==> config.mk <==
export PLATFORM = sky130hd
export DESIGN_NAME = gonso_sequencer
export DESIGN_NICKNAME = d
export VERILOG_FILES = /design/src/rtl/gonso_sequencer.sv
export SDC_FILE = /design/constraint.sdc
export NUM_CORES = 1
export LEC_CHECK = 0
export CORE_MARGIN = 2
export CORE_UTILIZATION = 40
export DETAILED_ROUTE_END_ITERATION = 7
export GPL_TIMING_DRIVEN = 0
export SLEW_MARGIN = 20
export SYNTH_ARGS = -nofsm -noshare
export SYNTH_HDL_FRONTEND = slang
export SYNTH_SLANG_ARGS = --single-unit
==> constraint.sdc <==
create_clock -name clk -period 3.04 [get_ports clk]
set_clock_uncertainty 0.05 [all_clocks]
set_input_delay 0.304 -clock clk [delete_from_list [all_inputs] [get_ports clk]]
set_output_delay 0.304 -clock clk [all_outputs]
set_load 0.03 [all_outputs]
==> src/rtl/gonso_sequencer.sv <==
// Fetches a range of pixel words from RAM port 1 and serialises them MSB-first as
// pulse-width-encoded bits on dout, followed by a latch gap, repeated w_count times.
`timescale 1ns/1ps
module gonso_sequencer #(
  parameter int TBIT         = 25,
  parameter int T0H          = 8,
  parameter int T1H          = 16,
  parameter int RESET_CYCLES = 1000
) (
  input  logic       clk,
  input  logic       rst_n,
  input  logic       controller_en,
  input  logic       polarity,
  input  logic [5:0] w_first,
  input  logic [5:0] w_last,
  input  logic [3:0] w_count,
  input  logic       start,
  output logic       progress,
  output logic       cs1_n,
  output logic [5:0] addr1,
  input  logic [7:0] rdata1,
  output logic       dout
);

  localparam int CMAX = (TBIT > RESET_CYCLES) ? TBIT : RESET_CYCLES;
  localparam int CW   = $clog2(CMAX + 1);
  localparam logic [CW-1:0] TBIT_LAST = CW'(TBIT - 1);
  localparam logic [CW-1:0] RST_LAST  = CW'(RESET_CYCLES - 1);
  localparam logic [CW-1:0] T0H_C     = CW'(T0H);
  localparam logic [CW-1:0] T1H_C     = CW'(T1H);

  typedef enum logic [2:0] {S_IDLE, S_FETCH, S_LOAD, S_BIT, S_LATCH} state_t;

  state_t        state_reg, state_next;
  logic [CW-1:0] cyc_reg, cyc_next;
  logic [2:0]    bit_reg, bit_next;
  logic [7:0]    shift_reg, shift_next;
  logic [5:0]    idx_reg, idx_next;
  logic [5:0]    first_reg, first_next;
  logic [5:0]    last_reg, last_next;
  logic [3:0]    iter_reg, iter_next;
  logic          dout_reg;
  logic          raw;

  always_ff @(posedge clk or negedge rst_n) begin
    if (!rst_n) begin
      state_reg <= S_IDLE;
      cyc_reg   <= '0;
      bit_reg   <= '0;
      shift_reg <= '0;
      idx_reg   <= '0;
      first_reg <= '0;
      last_reg  <= '0;
      iter_reg  <= '0;
      dout_reg  <= 1'b0;
    end else begin
      state_reg <= state_next;
      cyc_reg   <= cyc_next;
      bit_reg   <= bit_next;
      shift_reg <= shift_next;
      idx_reg   <= idx_next;
      first_reg <= first_next;
      last_reg  <= last_next;
      iter_reg  <= iter_next;
      // Masking with controller_en makes an abort reach the idle level on the next cycle.
      dout_reg  <= (raw & controller_en) ^ polarity;
    end
  end

  assign raw = (state_reg == S_BIT) && (cyc_reg < (shift_reg[7] ? T1H_C : T0H_C));

  always_comb begin
    state_next = state_reg;
    cyc_next   = cyc_reg;
    bit_next   = bit_reg;
    shift_next = shift_reg;
    idx_next   = idx_reg;
    first_next = first_reg;
    last_next  = last_reg;
    iter_next  = iter_reg;
    case (state_reg)
      S_IDLE: begin
        if (start && controller_en && (w_count != 4'd0)) begin
          first_next = w_first;
          last_next  = w_last;
          iter_next  = w_count;
          idx_next   = w_first;
          state_next = S_FETCH;
        end
      end
      S_FETCH: state_next = S_LOAD;
      S_LOAD: begin
        shift_next = rdata1;
        bit_next   = 3'd7;
        cyc_next   = '0;
        state_next = S_BIT;
      end
      S_BIT: begin
        if (cyc_reg == TBIT_LAST) begin
          cyc_next   = '0;
          shift_next = {shift_reg[6:0], 1'b0};
          bit_next   = bit_reg - 3'd1;
          if (bit_reg == 3'd0) begin
            if (idx_reg == last_reg) begin
              state_next = S_LATCH;
            end else begin
              idx_next   = idx_reg + 6'd1;
              state_next = S_FETCH;
            end
          end
        end else begin
          cyc_next = cyc_reg + CW'(1);
        end
      end
      S_LATCH: begin
        if (cyc_reg == RST_LAST) begin
          cyc_next  = '0;
          iter_next = iter_reg - 4'd1;
          if (iter_reg == 4'd1) begin
            state_next = S_IDLE;
          end else begin
            idx_next   = first_reg;
            state_next = S_FETCH;
          end
        end else begin
          cyc_next = cyc_reg + CW'(1);
        end
      end
      default: state_next = S_IDLE;
    endcase
    if ((state_reg != S_IDLE) && !controller_en) begin
      state_next = S_IDLE;
      cyc_next   = '0;
      bit_next   = '0;
    end
  end

  assign progress = (state_reg != S_IDLE);
  assign cs1_n    = (state_reg != S_FETCH);
  assign addr1    = idx_reg;
  assign dout     = dout_reg;

endmodule

### After elaboration in Yosys (flattened, before gate mapping)

Index checks and enable logic that the tools add are counted.

* add/subtract/negate cells: 4
* order comparisons: 1
* eq/ne operators: 19
* muxes and demuxes: 28
* bitwise gates (word level): 2
* reduce and logical (&&, ||, !) cells: 20

Operators with widths (number)
* $mux 6: 6
* $mux 10: 3
* $pmux 10 s3: 1
* $mux 3: 8
* $pmux 6 s3: 1
* $pmux 8 s2: 1
* $pmux 3 s5: 1
* $add 10x1->10 const B: 1
* $eq 10x10->1 const B: 1
* $eq 10x5->1 const B: 1
* $lt 10x5->1: 1
* $ne 3x1->1 const B: 3
* $reduce_bool 3->1: 3
* $mux 4: 2
* $mux 8: 1
* $ne 2x2->1 const B: 4
* $pmux 4 s2: 1
* $reduce_bool 4->1: 2
* $reduce_and 7->1: 1
* $add 6x1->6 const B: 1
* $eq 3x2->1 const B: 2
* $eq 6x6->1: 1
* $logic_not 3->1: 2
* $ne 3x3->1 const B: 2
* other kinds (17): 24

* bits in registers: 47
* input bits: 29
* output and inout port bits: 9
* word-level logic and storage cells: 83

### Longest topological paths before layout

* depth after elaboration: 6
* depth in mapped cells: 8
* mapped depth without buffers: 7

### Worst setup path after synthesis

No wires, ideal clock.

* path type: register to register
* start: register state_reg[1]
* end: register idx_reg[0] (netlist: addr1[0])
* arrival: 2004 ps
* data required time: 2865 ps
* path slack: 862 ps
* stages on the path, launching flop included: 6
* clock period less this slack: 2178 ps
* cell sequence: dfrtp_1 -> or3_4 -> nor3_4 -> a221oi_1 -> a211oi_2 -> mux2_2

* cells in the longest elaborated chain, start to end: 3
* elaborated cells between the ends (all ways): 12

Ends and longest elaborated chain
* start: declaration: RTL line 34 `state_t state_reg, state_next;`
* start signal: assignment: RTL line 57 `state_reg <= state_next;`
* $eq 3x3->1, or another cell as far along: RTL line 81 `case (state_reg)`
* $ne 2x2->1 (no source line), or another cell as far along
* $reduce_and 7->1 (no source line)
* end signal: assignment: RTL line 61 `idx_reg <= idx_next;`
* end: declaration: RTL line 38 `logic [5:0] idx_reg, idx_next;`

Several ways; a longest one is shown, not always the timed one.
A chain may end at the register's enable or synchronous reset.

### Final worst setup path

* start: register state_reg[1]
* end: register idx_reg[1] (netlist: addr1[1])

Same word-level chain as after synthesis.

==> results.ini <==
[critical_path]
slowest_stage=a211oi_2
cp-end-kind=flop
startpoint_type=flop
reg2reg_to=addr1[1]
cp_data_arrival_time_ns=2.57
crit_type=reg -> reg
cp_max_fo=7
cp.required_ns=3.18
r2r_slack_ns=0.62
rr_startpoint=state_reg[1]
crit_chain=or3_4, nor3_4, a221oi_1, a211oi_2, mux2_2
rr_worst_depth=5
slowest_delay_ns=0.51

[clocking]
htreeDepth=2
cts_resized=0
clockBufferDepth=2
cts_tree=built
clk_pin_slew_ns=0.09
cts_buffers=5
cts_setup_buffers=0
cts.sinks=47
clkLatencyLatePin_ns=0.30
cts_root_buffer=clkbuf_8

[cells_and_area]
largest_reg_flops=10
final_nets=352
fillers=582
layout_common_cells=dfrtp_1, clkdlybuf4s50_1, nor2_1
area_delta_synth_final_pct=21.71
regArea_um2=1176
instances_no_fill=393
multiInputGateArea_um2=1366
diodes=0
final_common_cell=dfrtp_1
drive_gt1_share_pct=13.92
fin_util_pct=50.63

[synthesis]
synth_edf_count=0
syn_nets=306
syn_avg_cell_area_um2=9.875
yosys.cell_types.count=52
synthCells=269
synthArstFlopShare_pct=100.0
syn_area_um2=2656
ys_seq_elements=47
synth_ff_type=dfrtp_1
ys_seq_area_share_pct=44.28
ys_warn_count=0

[min_path]
min_path_type=in -> async

[pwr]
sw_frac_of_total_pct=38.28
power.leakage_nw=1.335
cellPowerDensity_nw_per_um2=779.6
p_clk_share_pct=14.8
p_int_mw=1.556
seqPwrFrac_pct=42.1
p_comb_share_pct=43.1
net-switching-power_uw=964.8
ir_drop_v=0.0004556

[sta]
hold_viol=0
fin_crit_sh_pct=79.73
tightest_slew_ns=0.8400
slew_headroom_pct=43.29
timing.final.crit_period_ns=2.424
fin_setup_tns_ns=0
rsz0062_at_grt=false
timing.final.max_slew_violations=0
setup_viol=0
clock.fmax_ghz=0.4126

[floorplanning]
dieArea_um2=7309
die_x_um=85.49
start_util_pct=41.59
rows=29
fp.dieH_um=85.49
coreArea_um2=6386
pin_count=38

[run]
drv_cap=0

[drt]
vias=2093
wl_mm=5.688
routedWlPerCell_um=14.47
ant_nets=0
routed_via_density=5.326
drt-initial-drc-count=132
detail_route.first_pass.iterations=4
drc=0

[place]
place_congestion=0.8050
dp.cells=384
dpl.hpwl_mm=4.253
portBuffers=37

[grt]
grt_max_degree=30
grt_pass1_wl_mm=9.791
grt_usage_pct=16.80
globalRouteOverflowTotal=0
grt_pass1_vias=2108
antenna_found_initial=0

[outcome]
outcome=finished, final reports clean

[cells in the mapped netlist (all sizes together), types with 8 or more instances]
library cell | n | area share, %
nand2 | 25 | 3.5
a21oi | 8 | 1.9
dfrtp | 47 | 44
nor3 | 10 | 2.5
mux2 | 19 | 8.1
a31oi | 10 | 2.4
xnor2 | 11 | 3.6
o21ai | 13 | 2.4
nand3 | 8 | 1.5
nor2 | 27 | 3.8
buf | 8 | 2.0
inv | 13 | 1.8
ha | 8 | 3.8
[cell type report]
class                           count  area share (%)
Tap cell                           77           2.980
Inverter                           13           1.509
Buffer                             11           2.012
Clock buffer                        6           2.245
Multi-Input combinational cell    198           42.26
Clock inverter                      2          0.3870
Sequential cell                    47           36.38
Timing Repair Buffer               39           12.23
[how the worst max path moves through the flow]
stage,startpoint,endpoint,cells after the start
floorplan,state_reg[1],addr1[0],5
global placement,rst_n,cyc_reg[6],1
detailed placement,controller_en,addr1[1],6
CTS,state_reg[1],addr1[1],5
global route,state_reg[1],addr1[1],5
finish,state_reg[1],addr1[1],5
[power groups by stage]
| stage | clock network, mW | logic (mW) | registers [mW] |
|---|---|---|---|
| after global routing | 0.411 | 1.21 | 1.10 |
| after CTS | 0.391 | 1.10 | 1.06 |
| after global placement | 0 | 1.08 | 1.06 |
| final | 0.372 | 1.09 | 1.06 |
| after floorplan | 0 | 0.708 | 1.10 |
| after detailed placement | 0 | 1.10 | 1.08 |
[worst max-delay path: cells and delay by family (launching register included)]
kind	cells	cell delay, ns
AND/OR/NAND/NOR	2	0.78
AO/OA/AOI/OAI	2	0.62
multiplexers	1	0.40
flip-flops	1	0.47
[per-stage QoR]
stage,cell area (um^2),worst slack [ns],hold WS [ns],total power [mW]
3_5_place_dp,3138,0.3720,0.2293,2.172
5_1_grt,3233,0.4969,0.4745,2.727
3_3_place_gp,3123,0.1661,0.4218,2.141
2_1_floorplan,2656,0.8617,-0.04159,1.812
6_report,3233,0.6163,0.4218,2.520
4_1_cts,3233,0.6065,0.4358,2.556
[layer usage]
metal  wire length (um)  vias to the layer above  track usage, %
met5                  0                        -               0
met4                 68                        0           5.628
met3                149                        5           2.791
met2               2506                       30           26.21
met1               2963                     1003           23.86
li1                   -                     1055               -
[repair_timing]
action,in CTS,in global routing
hold endpoints to repair,18,0
hold buffers,1,0
endpoints found under the setup margin,0,0
[logic make-up (layout without fill, tap and decap cells)]
logic type,Yosys count,in the layout,synth area share (%)
AND/OR/NAND/NOR,98,98,19.41
AO/OA/AOI/OAI,56,56,14.56
flip-flops,47,47,44.28
buffers and inverters,24,71,4.286
multiplexers,20,20,8.431
XOR/XNOR,16,16,5.275
adder cells (fa/ha/maj),8,8,3.768
(Power assumes the default switching activity.)
